--- src/rtl/run_ctrl_pkg.sv ---
// Shared types and helpers for the core run controller: FSM states, exit causes,
// PC type and a width-generic saturating increment.
package run_ctrl_pkg;

  localparam int unsigned PC_W = 32;

  typedef logic [PC_W-1:0] pc_t;

  typedef enum logic [1:0] {
    IDLE,
    RESET,
    RUN,
    DONE
  } run_state_e;

  typedef enum logic [2:0] {
    EXIT_NONE,
    EXIT_ADDR,
    EXIT_STALL,
    EXIT_TIMEOUT,
    EXIT_ABORT
  } exit_cause_e;

  // Counters of any width up to 64 are zero-extended in, incremented, and sliced back out.
  function automatic logic [63:0] sat_inc(input logic [63:0] v, input logic inc,
                                          input int unsigned w);
    logic [63:0] lim;
    lim = (w >= 64) ? '1 : ((64'd1 << w) - 64'd1);
    return (inc && (v < lim)) ? v + 64'd1 : v;
  endfunction

endpackage

--- src/rtl/pc_stall_detector.sv ---
// Tracks how many consecutive RUN cycles the fetch PC has stayed put with an empty IFQ.
// stall_hit is combinational for the current cycle; stall_cnt is the registered run length so far.
module pc_stall_detector
  import run_ctrl_pkg::*;
#(
  parameter int unsigned STABLE_CYCLES = 6,
  parameter int unsigned SCW           = $clog2(STABLE_CYCLES + 1)
) (
  input  logic           clk,
  input  logic           rst_n,
  input  pc_t            pc,
  input  logic           ifq_empty,
  input  logic           en,
  input  logic           clr,
  output logic [SCW-1:0] stall_cnt,
  output logic           stall_hit
);

  localparam logic [SCW-1:0] CNT_MAX = SCW'(STABLE_CYCLES);

  pc_t            prev_pc_q, prev_pc_d;
  logic [SCW-1:0] cnt_q, cnt_d;
  logic           valid_q, valid_d;

  // prev_pc is meaningless until one RUN cycle has registered it.
  assign stall_hit = en && valid_q && (pc == prev_pc_q) && ifq_empty;
  assign stall_cnt = cnt_q;

  always_comb begin
    prev_pc_d = prev_pc_q;
    cnt_d     = cnt_q;
    valid_d   = valid_q;
    if (clr) begin
      cnt_d   = '0;
      valid_d = 1'b0;
    end else if (en) begin
      prev_pc_d = pc;
      valid_d   = 1'b1;
      if (stall_hit) begin
        cnt_d = (cnt_q == CNT_MAX) ? cnt_q : cnt_q + SCW'(1);
      end else begin
        cnt_d = '0;
      end
    end
  end

  always_ff @(posedge clk or negedge rst_n) begin
    if (!rst_n) begin
      prev_pc_q <= '0;
      cnt_q     <= '0;
      valid_q   <= 1'b0;
    end else begin
      prev_pc_q <= prev_pc_d;
      cnt_q     <= cnt_d;
      valid_q   <= valid_d;
    end
  end

endmodule

--- src/rtl/cpu_run_ctrl.sv ---
// Run controller for the OoO core: holds core reset, runs, and stops on end address, fetch stall,
// timeout or abort. All outputs registered; start is ignored while busy, abort is honoured in RESET/RUN.
module cpu_run_ctrl
  import run_ctrl_pkg::*;
#(
  parameter int unsigned RST_CYCLES    = 4,
  parameter int unsigned STABLE_CYCLES = 6,
  parameter logic [31:0] END_ADDR      = 32'h200,
  parameter int unsigned MAX_CYCLES    = 500,
  parameter int unsigned CNT_W         = 32
) (
  input  logic             clk,
  input  logic             rst_n,
  input  logic             start,
  input  logic             abort,
  input  logic [31:0]      pc,
  input  logic             ifq_empty,
  input  logic             commit_valid,
  output logic             core_rst,
  output logic             busy,
  output logic             done,
  output logic             timeout,
  output logic [CNT_W-1:0] cycle_count,
  output logic [CNT_W-1:0] instr_count,
  output logic [31:0]      halt_pc
);

  localparam int unsigned RCW = $clog2(RST_CYCLES + 1);
  localparam int unsigned TCW = $clog2(MAX_CYCLES + 1);
  localparam int unsigned SCW = $clog2(STABLE_CYCLES + 1);

  localparam logic [RCW-1:0] RST_LAST   = RCW'(RST_CYCLES - 1);
  localparam logic [TCW-1:0] TMO_LAST   = TCW'(MAX_CYCLES - 1);
  localparam logic [SCW-1:0] STALL_LAST = SCW'(STABLE_CYCLES - 1);

  run_state_e       state_q, state_d;
  exit_cause_e      exit_cause;

  logic [RCW-1:0]   rst_cnt_q, rst_cnt_d;
  logic [TCW-1:0]   tmo_q, tmo_d;
  logic [CNT_W-1:0] cycle_q, cycle_d;
  logic [CNT_W-1:0] instr_q, instr_d;
  logic [CNT_W-1:0] instr_run;
  pc_t              halt_pc_q, halt_pc_d;
  logic             core_rst_q, core_rst_d;
  logic             busy_q, busy_d;
  logic             done_q, done_d;
  logic             timeout_q, timeout_d;

  logic             start_acc;
  logic             in_run;
  logic [SCW-1:0]   stall_cnt;
  logic             stall_hit;
  logic             stall_reached;

  assign in_run    = (state_q == RUN);
  assign start_acc = start && ((state_q == IDLE) || (state_q == DONE));

  // Commit count including this cycle, so a halt on the first commit's cycle still qualifies.
  assign instr_run     = CNT_W'(sat_inc(64'(instr_q), commit_valid, CNT_W));
  assign stall_reached = stall_hit && (stall_cnt >= STALL_LAST);

  pc_stall_detector #(
    .STABLE_CYCLES (STABLE_CYCLES),
    .SCW           (SCW)
  ) u_stall (
    .clk       (clk),
    .rst_n     (rst_n),
    .pc        (pc),
    .ifq_empty (ifq_empty),
    .en        (in_run),
    .clr       (start_acc),
    .stall_cnt (stall_cnt),
    .stall_hit (stall_hit)
  );

  always_ff @(posedge clk or negedge rst_n) begin
    if (!rst_n) begin
      state_q <= IDLE;
    end else begin
      state_q <= state_d;
    end
  end

  always_comb begin
    state_d    = state_q;
    exit_cause = EXIT_NONE;
    case (state_q)
      IDLE: begin
        if (start) state_d = RESET;
      end
      RESET: begin
        if (abort) begin
          exit_cause = EXIT_ABORT;
          state_d    = DONE;
        end else if (rst_cnt_q == RST_LAST) begin
          state_d = RUN;
        end
      end
      RUN: begin
        if (abort)                              exit_cause = EXIT_ABORT;
        else if (pc >= END_ADDR)                exit_cause = EXIT_ADDR;
        else if (stall_reached && |instr_run)   exit_cause = EXIT_STALL;
        else if (tmo_q == TMO_LAST)             exit_cause = EXIT_TIMEOUT;
        if (exit_cause != EXIT_NONE) state_d = DONE;
      end
      DONE: begin
        if (start) state_d = RESET;
      end
      default: state_d = IDLE;
    endcase
  end

  always_comb begin
    core_rst_d = (state_d != RUN);
    busy_d     = (state_d == RESET) || (state_d == RUN);
  end

  always_comb begin
    rst_cnt_d = rst_cnt_q;
    tmo_d     = tmo_q;
    cycle_d   = cycle_q;
    instr_d   = instr_q;
    halt_pc_d = halt_pc_q;
    done_d    = done_q;
    timeout_d = timeout_q;

    if (start_acc) begin
      rst_cnt_d = '0;
      tmo_d     = '0;
      cycle_d   = '0;
      instr_d   = '0;
      done_d    = 1'b0;
      timeout_d = 1'b0;
    end

    if (state_q == RESET) rst_cnt_d = rst_cnt_q + RCW'(1);

    // The exiting RUN cycle is counted like any other.
    if (in_run) begin
      tmo_d   = tmo_q + TCW'(1);
      cycle_d = CNT_W'(sat_inc(64'(cycle_q), 1'b1, CNT_W));
      instr_d = instr_run;
    end

    if (exit_cause != EXIT_NONE) begin
      halt_pc_d = pc;
      done_d    = (exit_cause == EXIT_ADDR) || (exit_cause == EXIT_STALL);
      timeout_d = (exit_cause == EXIT_TIMEOUT);
    end
  end

  always_ff @(posedge clk or negedge rst_n) begin
    if (!rst_n) begin
      rst_cnt_q  <= '0;
      tmo_q      <= '0;
      cycle_q    <= '0;
      instr_q    <= '0;
      halt_pc_q  <= '0;
      core_rst_q <= 1'b1;
      busy_q     <= 1'b0;
      done_q     <= 1'b0;
      timeout_q  <= 1'b0;
    end else begin
      rst_cnt_q  <= rst_cnt_d;
      tmo_q      <= tmo_d;
      cycle_q    <= cycle_d;
      instr_q    <= instr_d;
      halt_pc_q  <= halt_pc_d;
      core_rst_q <= core_rst_d;
      busy_q     <= busy_d;
      done_q     <= done_d;
      timeout_q  <= timeout_d;
    end
  end

  assign core_rst    = core_rst_q;
  assign busy        = busy_q;
  assign done        = done_q;
  assign timeout     = timeout_q;
  assign cycle_count = cycle_q;
  assign instr_count = instr_q;
  assign halt_pc     = halt_pc_q;

endmodule

--- config.mk ---
export PLATFORM = sky130hd
export DESIGN_NAME = cpu_run_ctrl
export DESIGN_NICKNAME = d
export VERILOG_FILES = /design/src/rtl/run_ctrl_pkg.sv /design/src/rtl/pc_stall_detector.sv /design/src/rtl/cpu_run_ctrl.sv
export SDC_FILE = /design/constraint.sdc
export NUM_CORES = 1
export LEC_CHECK = 0
export CORE_MARGIN = 2
export CORE_UTILIZATION = 50
export DETAILED_ROUTE_END_ITERATION = 7
export PLACE_DENSITY = 0.8
export SYNTH_ARGS = -nofsm -noshare
export SYNTH_HDL_FRONTEND = slang
export SYNTH_HIERARCHICAL = 1
export SYNTH_SLANG_ARGS = --single-unit
--- constraint.sdc ---
create_clock -name clk -period 6.4 [get_ports clk]
set_input_delay 0.96 -clock clk [delete_from_list [all_inputs] [get_ports clk]]
set_output_delay 0.96 -clock clk [all_outputs]
set_load 0.02 [all_outputs]
=== Yosys cells after proc, flatten, opt, wreduce, memory -nomap -nowiden ===
Cells that the tools add are included.

* Word-level logic and storage cells: 89
* Register bits after elaboration: 150
* Output and inout bits: 100

* Bitwise gates (word level): 1
* $add $sub $neg: 5
* Reductions and logical operators: 21
* Order comparisons: 4
* Eq/ne operators: 15
* Multiplexer cells: 30

{| class="wikitable"
|+ Operators by type and width
! operator !! count
|-
| 32-bit 2-to-1 mux || 5
|-
| 32-bit by 1-bit adder with 32-bit output, second input constant || 2
|-
| 32-bit less-than comparator, second input constant || 2
|-
| 32-bit == test || 1
|-
| 32-bit by 10-bit >= comparator with 1-bit output, second input constant || 1
|-
| 32-bit OR reduction || 1
|-
| 3-bit 2-to-1 mux || 9
|-
| 9-bit 2-to-1 mux || 2
|-
| 2-bit 2-to-1 mux || 7
|-
| 9-bit by 1-bit adder with 9-bit output, second input constant || 1
|-
| 3-bit by 2-bit == test with 1-bit output, second input constant || 3
|-
| 9-bit == test, second input constant || 1
|-
| 1-bit logical AND || 7
|-
| 3-bit by 1-bit adder with 3-bit output, second input constant || 2
|-
| 2-bit == test, second input constant || 3
|-
| 2-bit case mux with 3 select lines || 1
|-
| 3-bit case mux with 2 select lines || 1
|-
| 2-bit AND reduction || 3
|-
| 2-bit nonzero test || 3
|-
| 3-bit nonzero test || 2
|-
| 1-bit 2-to-1 mux || 5
|-
| 2-bit by 1-bit == test with 1-bit output, second input constant || 2
|-
| 2-bit inequality test, second input constant || 2
|-
| 3-bit by 1-bit == test with 1-bit output, second input constant || 1
|-
| other kinds (7) || 9
|}

=== Longest topological paths before layout ===
Gate-level depths: netlist of run 1.

* Depth after elaboration: 15
* Gate-level depth with buffers: 14
* Depth with buffers taken out: 11

=== By module ===
Netlist of run 1, hierarchy kept.

{| class="wikitable"
|+ Modules (own cells, without submodules)
! module !! times used !! cells an instance !! area each (um^2) !! sequential area each (um^2)
|-
| cpu_run_ctrl || 1 || 713 || 6,472.5 || 2,854.0
|-
| pc_stall_detector || 1 || 151 || 1,881.8 || 900.9
|}

=== Worst setup path before layout of run 1 ===
OpenSTA, ideal clock, no wires.

* Path type: register to register
* Start point: register instr_q[0], in the netlist instr_count[0]
* End point: register busy_q, in the netlist busy
* Arrival time: 3.715 ns
* Clock period less this slack: 3.778 ns
* Setup time: 0.063 ns
* Path slack: 2.622 ns
* Stages on the path, launching flop included: 15
* Buffers on the path: 3
* Path through: dfrtp_1 -> ha_1 -> buf_6 -> nand4_1 -> or3_4 -> o31ai_4 -> buf_6 -> nor4_1 -> or4_1 -> or4_4 -> o31ai_4 -> buf_6 -> a31o_2 -> ha_1 -> inv_1

* Longest elaborated chain between the ends: 14

{| class="wikitable"
|+ RTL lines
! element !! line !! source
|-
| start: declaration || cpu_run_ctrl.sv:42 || <nowiki>logic [CNT_W-1:0] instr_q, instr_d;</nowiki>
|-
| start signal: assignment || cpu_run_ctrl.sv:168 || <nowiki>instr_q <= instr_d;</nowiki>
|-
| 32-bit less-than comparator || run_ctrl_pkg.sv:29 || <nowiki>return (inc && (v < lim)) ? v + 64'd1 : v;</nowiki>
|-
| 1-bit logical AND || run_ctrl_pkg.sv:29 ||
|-
| 32-bit 2-to-1 mux * || run_ctrl_pkg.sv:29 ||
|-
| 32-bit OR reduction * || cpu_run_ctrl.sv:103 || <nowiki>else if (stall_reached && |instr_run) exit_cause = EXIT_STALL;</nowiki>
|-
| 1-bit logical AND * || cpu_run_ctrl.sv:103 ||
|-
| 2-bit 2-to-1 mux * || cpu_run_ctrl.sv:103 ||
|-
| 2-bit 2-to-1 mux * || cpu_run_ctrl.sv:102 || <nowiki>else if (pc >= END_ADDR) exit_cause = EXIT_ADDR;</nowiki>
|-
| 3-bit 2-to-1 mux * || cpu_run_ctrl.sv:101 || <nowiki>if (abort) exit_cause = EXIT_ABORT;</nowiki>
|-
| 3-bit 2-to-1 mux * || cpu_run_ctrl.sv:88 || <nowiki>case (state_q)</nowiki>
|-
| 3-bit nonzero test * || cpu_run_ctrl.sv:105 || <nowiki>if (exit_cause != EXIT_NONE) state_d = DONE;</nowiki>
|-
| 2-bit 2-to-1 mux * || cpu_run_ctrl.sv:105 ||
|-
| 2-bit case mux with 3 select lines * || cpu_run_ctrl.sv:88 ||
|-
| 2-bit by 1-bit == test with 1-bit output / 2-bit == test (equally long branches) || cpu_run_ctrl.sv:116 || <nowiki>busy_d = (state_d == RESET) || (state_d == RUN);</nowiki>
|-
| 1-bit logical OR * || cpu_run_ctrl.sv:116 ||
|-
| via busy_d || cpu_run_ctrl.sv:46 || <nowiki>logic busy_q, busy_d;</nowiki>
|-
| end signal: assignment || cpu_run_ctrl.sv:171 || <nowiki>busy_q <= busy_d;</nowiki>
|-
| end: declaration || cpu_run_ctrl.sv:46 ||
|}

The timed path passes the listed nets; every way through them passes the cells marked *. The select of a mux whose other input is x is not followed.
A chain may end at the register's enable or synchronous reset.

=== Worst setup path in the final report of run 1 ===
* Start point: register instr_q[0], in the netlist instr_count[0]
* End point: register halt_pc_q[4], in the netlist halt_pc[4]

* Longest elaborated chain between the ends: 11

{| class="wikitable"
|+ RTL lines
! element !! line !! source
|-
| 32-bit less-than comparator || run_ctrl_pkg.sv:29 ||
|-
| 1-bit logical AND || run_ctrl_pkg.sv:29 ||
|-
| 32-bit 2-to-1 mux * || run_ctrl_pkg.sv:29 ||
|-
| 32-bit OR reduction * || cpu_run_ctrl.sv:103 ||
|-
| 1-bit logical AND * || cpu_run_ctrl.sv:103 ||
|-
| 2-bit 2-to-1 mux * || cpu_run_ctrl.sv:103 ||
|-
| 2-bit 2-to-1 mux * || cpu_run_ctrl.sv:102 ||
|-
| 3-bit 2-to-1 mux * || cpu_run_ctrl.sv:101 ||
|-
| 3-bit 2-to-1 mux * || cpu_run_ctrl.sv:88 ||
|-
| 3-bit case mux with 2 select lines * || cpu_run_ctrl.sv:88 ||
|-
| 3-bit nonzero test * || cpu_run_ctrl.sv:146 || <nowiki>if (exit_cause != EXIT_NONE) begin</nowiki>
|-
| end signal: assignment || cpu_run_ctrl.sv:169 || <nowiki>halt_pc_q <= halt_pc_d;</nowiki>
|-
| end: declaration || cpu_run_ctrl.sv:44 || <nowiki>pc_t halt_pc_q, halt_pc_d;</nowiki>
|}

Mark *: on every way between the ends. The rest lies on a longest branch, timed or not. The select of a mux whose other input is x is not followed.

==> reports/metrics.cfg, run 1 <==
[logic_synthesis]
synth_mux_area_share_pct=5.30
synth_area_sq_mm=0.00835
synth_compound_area_share_pct=17.1
synth_edf_count=0
yosysTopAreaCellShare_pct=44.6
synthAdderAreaFrac_pct=1.50
synth_cell_types=75
yosysWarnings=6
synth_top_family_by_area=simple AND/OR/NAND/NOR gates
seq_area_frac_synth_pct=44.9
syn_avg_cell_area_sq_um=9.67
ys_top_cells_by_area=dfrtp_1 (45%), xnor2_1 (4.4%), nand2_1 (3.8%)
async_reset_ff_share_pct=100
synth_cells=864
synth-main-ff-cell=dfrtp_1
synth-seq-cells=150
synth-simple-area-share_pct=21.6
synthXorXnorAreaFrac_pct=5.35
yosys.area.top_type=dfrtp_1
syn_nets=912

[worst_setup_path]
cp-start-kind=register
crit_arrival_ns=5.25
reg2reg_from=instr_count[0]$_DFFE_PN0P_
reg2regPathDepth=10
r2r_slack_ns=1.51
cp.depth=10
path_class=reg -> reg
required_ns=6.76
cp-end-kind=register
worst-path-buf-inv=0
startpoint=instr_count[0]$_DFFE_PN0P_
crit_path_max_fanout=32
critical-path-top-delay-family=simple AND/OR/NAND/NOR gates
slowest_delay_ns=0.92
worstPathCellList=ha_1 -> nand4_1 -> or3_4 -> nor4_1 -> or3b_2 -> mux2i_1 -> or4_1 -> o31ai_4 -> a31o_4 -> a221o_1
slowest_stage=nor4_1

[routing]
met1Wirelength_mm=10.0
wl_per_cell_microns=18.7
drc=0
ant_nets=0
first_iter_violations=612
met3_length_mm=1.48
drtPass1Iterations=5
viasPerCell=6.18
wl_met2_mm=10.8
top_layer=met4
vias=7484
totalWireLength_mm=22.7

[timing]
relSlewSlack_pct=27.2
finClkSkew_ns=0.0108
whs_ns=0.492
finalCritPeriodShare_pct=76.5
tightest_slew_ns=1.08
slew_violations=0
post-route-min-period_ns=4.89
fmax_mhz=204
finalSetupViolCount=0
timing.setup.tns_ns=0
hold_viol_final=0
rsz0062_at_grt=no

[global_routing]
gr-usage-all-layers_pct=25.7
first_global_vias=7137
antenna_found_initial=0
grt_pass1_wl_mm=36.9
grt_start_max_net_pins=99
grt.overflow.total=0

[place]
placedCellCount=1179
port_buffers=137
routabilityCongestion=0.912
dp_hpwl_mm=15.3

[hold_path]
min_path_type=reg -> reg
hp-start=tmo_q[7]$_DFFE_PN0P_
hold_depth=1

[clock_network]
numCtsBuffers=17
cts_setup_buffers=0
clock_sinks=150
cts_buffer_depth=2
clk_pin_slew_ns=0.07
insertion_delay_ns=0.42
cts_tree=done
cts_root_buf=clkbuf_16
ctsHoldBuffers=0
cts_max_level=4
cts_resized=0

[power_and_ir_drop]
p_per_area_mw_per_mm2=381
leakage_nw=4.14
p_total_mw=3.96
ir_worst_vdd_mv=0.240

[floorplan]
die_w_microns=133
die_h_microns=133
die-area_sq_mm=0.0178
core_sq_mm=0.0165
placementRows=47
pin_count=138
start_util_pct=50.7

[layout]
fin_cells=1211
layout-drive-gt1-share_pct=7.67
fin_nets=1026
diodes=0
syn2layout_area_growth_pct=24.4
final_common_cell=dfrtp_1
post-route-util_pct=63.1
final_cell_mix=dfrtp_1 (149), clkdlybuf4s50_1 (136), nand2_1 (85)

[outcome]
outcome=complete, no violations

[job]
drv_cap=0

-- power by group --
group          total (mW)  leakage (nW)  switching (mW)  internal [mW]
Sequential           1.39          1.95           0.184           1.21
Combinational        1.52          1.89           0.860          0.661
Clock                1.05         0.298           0.452          0.593
Total                3.96          4.14            1.50           2.46
-- cell families after synthesis --
group,Yosys count
and+or+nand+nor,344
DFF,150
buffers and inverters,70
muxes,40
AOI/OAI and AO/OA,199
adders and majority gates,10
xor gates and xnor gates,51
-- stage by stage --
step           area (sq um)  setup slack (ns)
2_1_floorplan          8350              2.62
3_3_place_gp           9780              1.42
3_5_place_dp           9780              1.30
4_1_cts               10400              1.64
5_1_grt               10400              1.32
6_report              10400              1.51
-- synth_stat cells (all sizes together), types with 6 or more instances --
| cell | n |
|---|---|
| nand2 | 85 |
| a22o | 24 |
| and4 | 7 |
| a21oi | 27 |
| dfrtp | 149 |
| nor3 | 24 |
| inv | 23 |
| clkbuf | 24 |
| or4 | 9 |
| or3 | 6 |
| and3 | 14 |
| a221o | 9 |
| nand2b | 7 |
| ha | 10 |
| o31ai | 20 |
| a31oi | 9 |
| nand3 | 43 |
| o41ai | 6 |
| mux2 | 34 |
| mux2i | 6 |
| and2 | 9 |
| o21ai | 53 |
| nor4 | 15 |
| o211ai | 8 |
| nor2 | 63 |
| xor2 | 9 |
| nand4 | 48 |
| xnor2 | 42 |
| buf | 23 |
-- layout make-up --
cell class | count | area (sq um)
Sequential cell | 150 | 3750
Clock inverter | 15 | 188
Clock buffer | 17 | 425
Inverter | 23 | 86.3
Timing Repair Buffer | 142 | 1410
Multi-Input combinational cell | 644 | 4260
Tap cell | 220 | 275
Fill cell | 1339 | 6070
-- worst paths after layout --
path                                                     to
worst max-delay path                 halt_pc[4]$_DFFE_PN0P_
worst min-delay path                   tmo_q[7]$_DFFE_PN0P_
worst max register to register       halt_pc[4]$_DFFE_PN0P_
worst min register to register         tmo_q[7]$_DFFE_PN0P_
max in group asynchronous       instr_count[16]$_DFFE_PN0P_
min in group asynchronous       cycle_count[26]$_DFFE_PN0P_
-- routing by layer --
metal,vias to the layer above,track usage (%)
met4,0,9.63
met2,300,40.1
met5,-,0
met3,39,4.83
met1,3680,35.7
li1,3465,-
-- sequential cells by signal, summed over array words and instances (netlist names) --
name               cells
rst_cnt_q              3
u_stall/prev_pc_q     32
cycle_count           32
instr_count           32
busy                   1
tmo_q                  9
halt_pc               32
u_stall/stall_cnt      3
core_rst               1
u_stall/valid_q        1
done                   1
timeout                1
state_q                2
Power figures use the tool's default switching activity.
==> inputs of run 2 (changes only) <==
--- a/config.mk
+++ b/config.mk
@@ -6,9 +6,9 @@
 export NUM_CORES = 1
 export LEC_CHECK = 0
 export CORE_MARGIN = 2
-export CORE_UTILIZATION = 50
+export CORE_UTILIZATION = 49
 export DETAILED_ROUTE_END_ITERATION = 7
-export PLACE_DENSITY = 0.8
+export PLACE_DENSITY = 0.81
 export SYNTH_ARGS = -nofsm -noshare
 export SYNTH_HDL_FRONTEND = slang
 export SYNTH_HIERARCHICAL = 1
==> constraint.sdc (replaced) <==
create_clock -name clk -period 4.2 [get_ports clk]
set_input_delay 0.63 -clock clk [delete_from_list [all_inputs] [get_ports clk]]
set_output_delay 0.63 -clock clk [all_outputs]
set_load 0.02 [all_outputs]
==> run 2 against run 1 <==
Net effect: count of clock-buffer cells in the layout is 2 higher; non-clock buffer count is 30 higher; hold slack worse by 0.21 ns; routed wire length is 0.49% lower; combinational power is 57% higher; core utilization is 0.47 points higher; clock power is 40% higher; critical endpoint is now halt_pc[6]$_DFFE_PN0P_.
==> reports/metrics.cfg, run 2 (synthesis results as in run 1) <==
[timing]
rsz0062_at_grt=no
finalSetupViolCount=0  ; unchanged
relSlewSlack_pct=40.5  ; +13 points
fin_ws_ns=0.257  ; -1.25 ns
hold_viol_final=0  ; unchanged
finalCritPeriodShare_pct=93.9  ; +17 points
fmax_mhz=254  ; +24%
slew_violations=0  ; unchanged
finClkSkew_ns=0.00975  ; -0.00107 ns
timing.setup.tns_ns=0  ; unchanged
tightest_slew_ns=0.893  ; -0.189 ns
post-route-min-period_ns=3.94  ; -0.950 ns

[layout]
fill_cells=1332  ; -0.52%
layout-drive-gt1-share_pct=10.2  ; +2.5 points
final_cell_mix=dfrtp_1 (149), clkdlybuf4s50_1 (136), nand2_1 (85)
syn2layout_area_growth_pct=26.7
fin_nets=1056  ; +2.9%
fin_area_sq_mm=0.0106  ; +1.8%
final_common_cell=dfrtp_1
diodes=0  ; unchanged
post-route-util_pct=63.6  ; +0.47 points

[clock_network]
cts_max_level=4  ; unchanged
cts_buffer_depth=2  ; unchanged
insertion_delay_ns=0.43  ; about the same
cts_tree=done
cts_resized=0  ; unchanged
cts_root_buf=clkbuf_16
clk_pin_slew_ns=0.06  ; about the same
numCtsBuffers=17  ; unchanged
cts_setup_buffers=0  ; unchanged
clock_sinks=150  ; unchanged
ctsHoldBuffers=0  ; unchanged

[routing]
wl_per_cell_microns=18.2  ; -2.9%
viasPerCell=6.11  ; -1.2%
vias=7578  ; +1.3%
ant_nets=0  ; unchanged
drc=0  ; unchanged
totalWireLength_mm=22.6  ; -0.49%
first_iter_violations=816  ; +33%
drtPass1Iterations=6  ; +1

[power_and_ir_drop]
leakage_nw=4.26  ; +2.9%
p_per_area_mw_per_mm2=563  ; +48%
ir_worst_vdd_mv=0.367  ; +53%
p_total_mw=5.96  ; +50%

[worst_setup_path]
worstPathCellList=ha_1 -> nand4_1 -> or3_4 -> o31ai_4 -> buf_4 -> nor4_1 -> or4_1 -> or4_4 -> o31ai_4 -> buf_4 -> nor2_1 -> a221o_1
cp-start-kind=register
path_class=reg -> reg
cp.depth=12  ; +2
reg2reg_from=instr_count[1]$_DFFE_PN0P_
rr_endpoint=halt_pc[6]$_DFFE_PN0P_
critical-path-top-delay-family=simple AND/OR/NAND/NOR gates
slowest_delay_ns=0.54  ; -0.38 ns
crit_arrival_ns=4.26  ; -0.99 ns
worst-path-buf-inv=2  ; +2
r2r_slack_ns=0.26  ; -1.25 ns
slowest_stage=or4_4
cp-end-kind=register
crit_path_max_fanout=10  ; -69%
required_ns=4.51  ; -2.25 ns
startpoint=instr_count[1]$_DFFE_PN0P_
reg2regPathDepth=12  ; +2
critPathCapture=halt_pc[6]$_DFFE_PN0P_

[global_routing]
grt_busiest_layer=met2
gr-usage-all-layers_pct=25.6  ; -0.089 points
grt.overflow.total=0  ; unchanged
antenna_found_initial=0  ; unchanged
grt_start_max_net_pins=93  ; -6.1%
grt_pass1_wl_mm=37.1  ; +0.60%
first_global_vias=7190  ; +0.74%
grtUsageMet2_pct=40.0  ; -0.15 points
grt_util_met1_pct=35.7  ; about the same
grt_util_met3_pct=5.29  ; +0.46 points

[floorplan]
start_util_pct=50.2  ; -0.54 points
core_sq_mm=0.0166  ; +1.1%
placementRows=47  ; unchanged
die_w_microns=135  ; +0.99%
die_h_microns=135  ; +0.99%
die-area_sq_mm=0.0181  ; +2.0%
pin_count=138  ; unchanged

[hold_path]
min_path_type=in -> async

[job]
drv_cap=0  ; unchanged

[place]
routabilityCongestion=0.901  ; -1.2%
place_worst_setup_slack_ns=0.0811  ; -1.21 ns
placed_area_sq_mm=0.0100  ; +2.4%
port_buffers=137  ; unchanged
dp_hpwl_mm=15.8  ; +3.5%

[outcome]
outcome=complete, no violations

-- run 2: worst register-to-register path: cells and delay by family (launching register included) --
| family | cells | cell delay, ns |
|---|---|---|
| adder cells (fa/ha/maj) | 1 | 0.22 |
| flip-flops | 1 | 0.46 |
| AO/OA/AOI/OAI | 3 | 0.87 |
| AND/OR/NAND/NOR | 6 | 1.81 |
| buffers and inverters | 2 | 0.46 |
-- run 2: routing by layer --
layer | up-vias | part of all wire (%) | routed length, microns
li1 | 3518 | - | -
met1 | 3684 | 44 | 9890
met2 | 333 | 47 | 10700
met3 | 43 | 7.4 | 1660
met4 | 0 | 1.7 | 384
met5 | - | 0 | 0
-- run 2: worst min path at each step --
stage,start,end,slack (ns),depth (start not counted)
after detailed placement,tmo_q[6]$_DFFE_PN0P_,tmo_q[6]$_DFFE_PN0P_,0.47,1
after floorplan,rst_n,busy$_DFF_PN0_,0.33,0
final,rst_n,halt_pc[7]$_DFFE_PN0P_,0.28,1
after CTS,rst_n,halt_pc[7]$_DFFE_PN0P_,0.33,1
after global placement,tmo_q[6]$_DFFE_PN0P_,tmo_q[6]$_DFFE_PN0P_,0.47,1
after global routing,rst_n,halt_pc[7]$_DFFE_PN0P_,0.37,1
-- run 2: through the flow --
| step | hold slack [ns] | instances |
|---|---|---|
| 3_5_place_dp | 0.473 | 1209 |
| 5_1_grt | 0.365 | 1241 |
| 3_3_place_gp | 0.469 | 1209 |
| 2_1_floorplan | 0.334 | 864 |
| 4_1_cts | 0.334 | 1241 |
| 6_report | 0.282 | 1241 |
-- run 2: final cells by class --
class | count | area (sq um) | area share, %
Clock buffer | 19 | 443 | 4.18
Clock inverter | 13 | 124 | 1.17
Inverter | 23 | 86.3 | 0.816
Multi-Input combinational cell | 644 | 4250 | 40.2
Sequential cell | 150 | 3750 | 35.5
Tap cell | 220 | 275 | 2.60
Timing Repair Buffer | 172 | 1650 | 15.6
-- run 2: power by group --
part           switching, mW  internal (mW)
clock network          0.637          0.835
registers              0.264           1.84
logic                   1.32           1.06
==> RTL change: new RTL, flow settings as in run 2 <==
The 4 states of `run_state_e` get a one-hot encoding in 4 bits.
--- a/src/rtl/run_ctrl_pkg.sv
+++ b/src/rtl/run_ctrl_pkg.sv
@@ -7,9 +7,9 @@
   typedef logic [PC_W-1:0] pc_t;
 
-  typedef enum logic [1:0] {
-    IDLE,
-    RESET,
-    RUN,
-    DONE
+  typedef enum logic [3:0] {
+    IDLE  = 4'b0001,
+    RESET = 4'b0010,
+    RUN   = 4'b0100,
+    DONE  = 4'b1000
   } run_state_e;
 
Behaviour: no difference found for any inputs over 10 cycles, from zero or initial values and one cycle with rst_n low; not proved beyond that.
==> RTL change against run 2 <==
  * Synthesized area shrank 1.9%
  * Critical path type unchanged
  * Sequential cell count grew 2
  * Largest cell class unchanged
  * Core utilization grew 0.70 points
  * Wire length shrank 2.8%
  * Clock skew grew 2.9 ps
  * Cell area is essentially flat
  * Count of clock-buffer cells in the layout grew 2
  * Worst setup slack gained 33 ps
Power is not compared: it rests on default switching activity, and its combinational part moved more than twofold at a synthesized area within 25%.
==> RTL change: results (changes against run 2) <==
** Synth
- The number of nets produced by synthesis was 913 (was 912).
- Area contributors post-synth :: dfrtp_1, o21ai_0, xnor2_1, nand2_1, nand4_1 (was dfrtp_1, xnor2_1, nand2_1, nand4_1, o21ai_0)
- Most used standard cells in the synthesized netlist: dfrtp_1, nand2_1, o21ai_0, nor2_1, xnor2_1 (was dfrtp_1, nand2_1, nor2_1, o21ai_0, nand4_1).
- Area share of fa/ha/maj cells after synthesis :: 0.01068 (was 0.01498)
- Number of different library cells in the post-synthesis netlist :: 66 (was 75)
- Part of the Yosys area used for sequential elements :: 0.4643 (was 0.4495)
- Fraction of the mapped netlist area in compound gates :: 0.1264 (was 0.1706)
- Share of cell area taken by muxes after synthesis :: 0.06395 (was 0.05302)

** Setup path
- R2R setup slack :: 290 ps (was 260 ps)
- Highest net fanout along the worst path :: 21 (was 10)
- The path depth of the worst reg2reg path is 13 (was 12).
- The worst flop-to-flop path endpoint is halt_pc[13] (was halt_pc[6]).
- Crit path max-delay cell type :: dfrtp_1 (was or4_4)
- The gate family responsible for the most delay along the worst path is compound AO/OA/AOI/OAI gates (was simple AND/OR/NAND/NOR gates).
- The critical register-to-register path startpoint was instr_count[0] (was instr_count[1]).

** Global routing
- The global router's overall resource usage came to 0.2509 (was 0.2557).
- Largest net degree at the start of global routing :: 100 (was 93)

** STA
- Worst Max-Slew Pin Slew :: 905.8 ps (was 893.2 ps)

** Final layout
- Number of nets in the layout :: 1069 (was 1056)

** Place
- Total placed cells including tap cells :: 1225 (was 1209)
- Global placer's final weighted congestion :: 0.9059 (was 0.9008)
- The HPWL reported at the end of detailed placement came to 15210 um (was 15820 um).
- The post-placement setup slack came to -121.6 ps (was 81.13 ps).

** Outcome
- Run status: finished clean (unchanged).

** Route
- The number of search-and-repair iterations in the first detailed-routing pass is 5 (was 6).
[RTL change: changes by cell type after synthesis, sizes merged, moves of 6 or more]
cell,before,now
xor2,9,19
mux2,34,44
o31ai,20,10
o21ai,53,92
or3,6,12
nor3,24,34
inv,23,37
nand2b,7,1
a221o,9,0
and3,14,8
a22o,24,1
nand2,85,94
[RTL change: power groups by stage]
stage	combinational, mW	clock, mW	sequential [mW]
after floorplan	0.389	0	2.01
after global placement	1.12	0	1.82
after detailed placement	1.14	0	1.82
after CTS	1.15	1.59	1.80
after global routing	1.24	1.65	1.82
final	1.15	1.56	1.80
[RTL change: worst max-delay path by stage]
stage,to,slack (ps),cells after the start,startpoint
final,halt_pc[13],290,13,instr_count[0]
after global routing,halt_pc[17],50,13,instr_count[0]
after CTS,halt_pc[13],150,12,instr_count[0]
after detailed placement,halt_pc[13],-120,12,commit_valid
after global placement,halt_pc[19],-10,12,commit_valid
after floorplan,halt_pc[4],780,12,instr_count[0]
[RTL change: final cells by class]
cell class,count,area [um2]
Clock buffer,21,470.5
Tap cell,220,275.3
Inverter,38,142.6
Clock inverter,11,135.1
Timing Repair Buffer,178,1693
Fill cell,1323,5878
Multi-Input combinational cell,637,4065
Sequential cell,152,3806
[RTL change: per-stage QoR]
stage	hold WS (ps)	power [mW]	instance area (um2)
2_1_floorplan	334.4	2.394	8198
3_3_place_gp	463.5	2.937	9975
3_5_place_dp	481.8	2.968	9975
4_1_cts	340.7	4.544	10580
5_1_grt	380.4	4.714	10590
6_report	280.8	4.516	10590
[RTL change: cells by family (layout without fill, tap and decap cells)]
kind of cell | after synthesis | count (layout)
flip-flops | 152 | 152
buffers and inverters | 79 | 248
adder cells (fa/ha/maj) | 7 | 7
multiplexers | 45 | 45
AND/OR/NAND/NOR | 348 | 348
AO/OA/AOI/OAI | 171 | 171
XOR/XNOR | 66 | 66
[RTL change: layer usage]
metal / GRT usage / vias up / share of wire
met5: 0 / - / 0
li1: - / 3446 / -
met1: 0.3439 / 3618 / 0.43
met4: 0.08747 / 0 / 0.018
met3: 0.03729 / 35 / 0.063
met2: 0.4095 / 300 / 0.49
[RTL change: repair_timing]
item,4_1_cts,5_1_grt
gates resized for setup,0,1
hold buffers,0,0
endpoints found under the hold margin,0,0
endpoints found under the setup margin,0,25
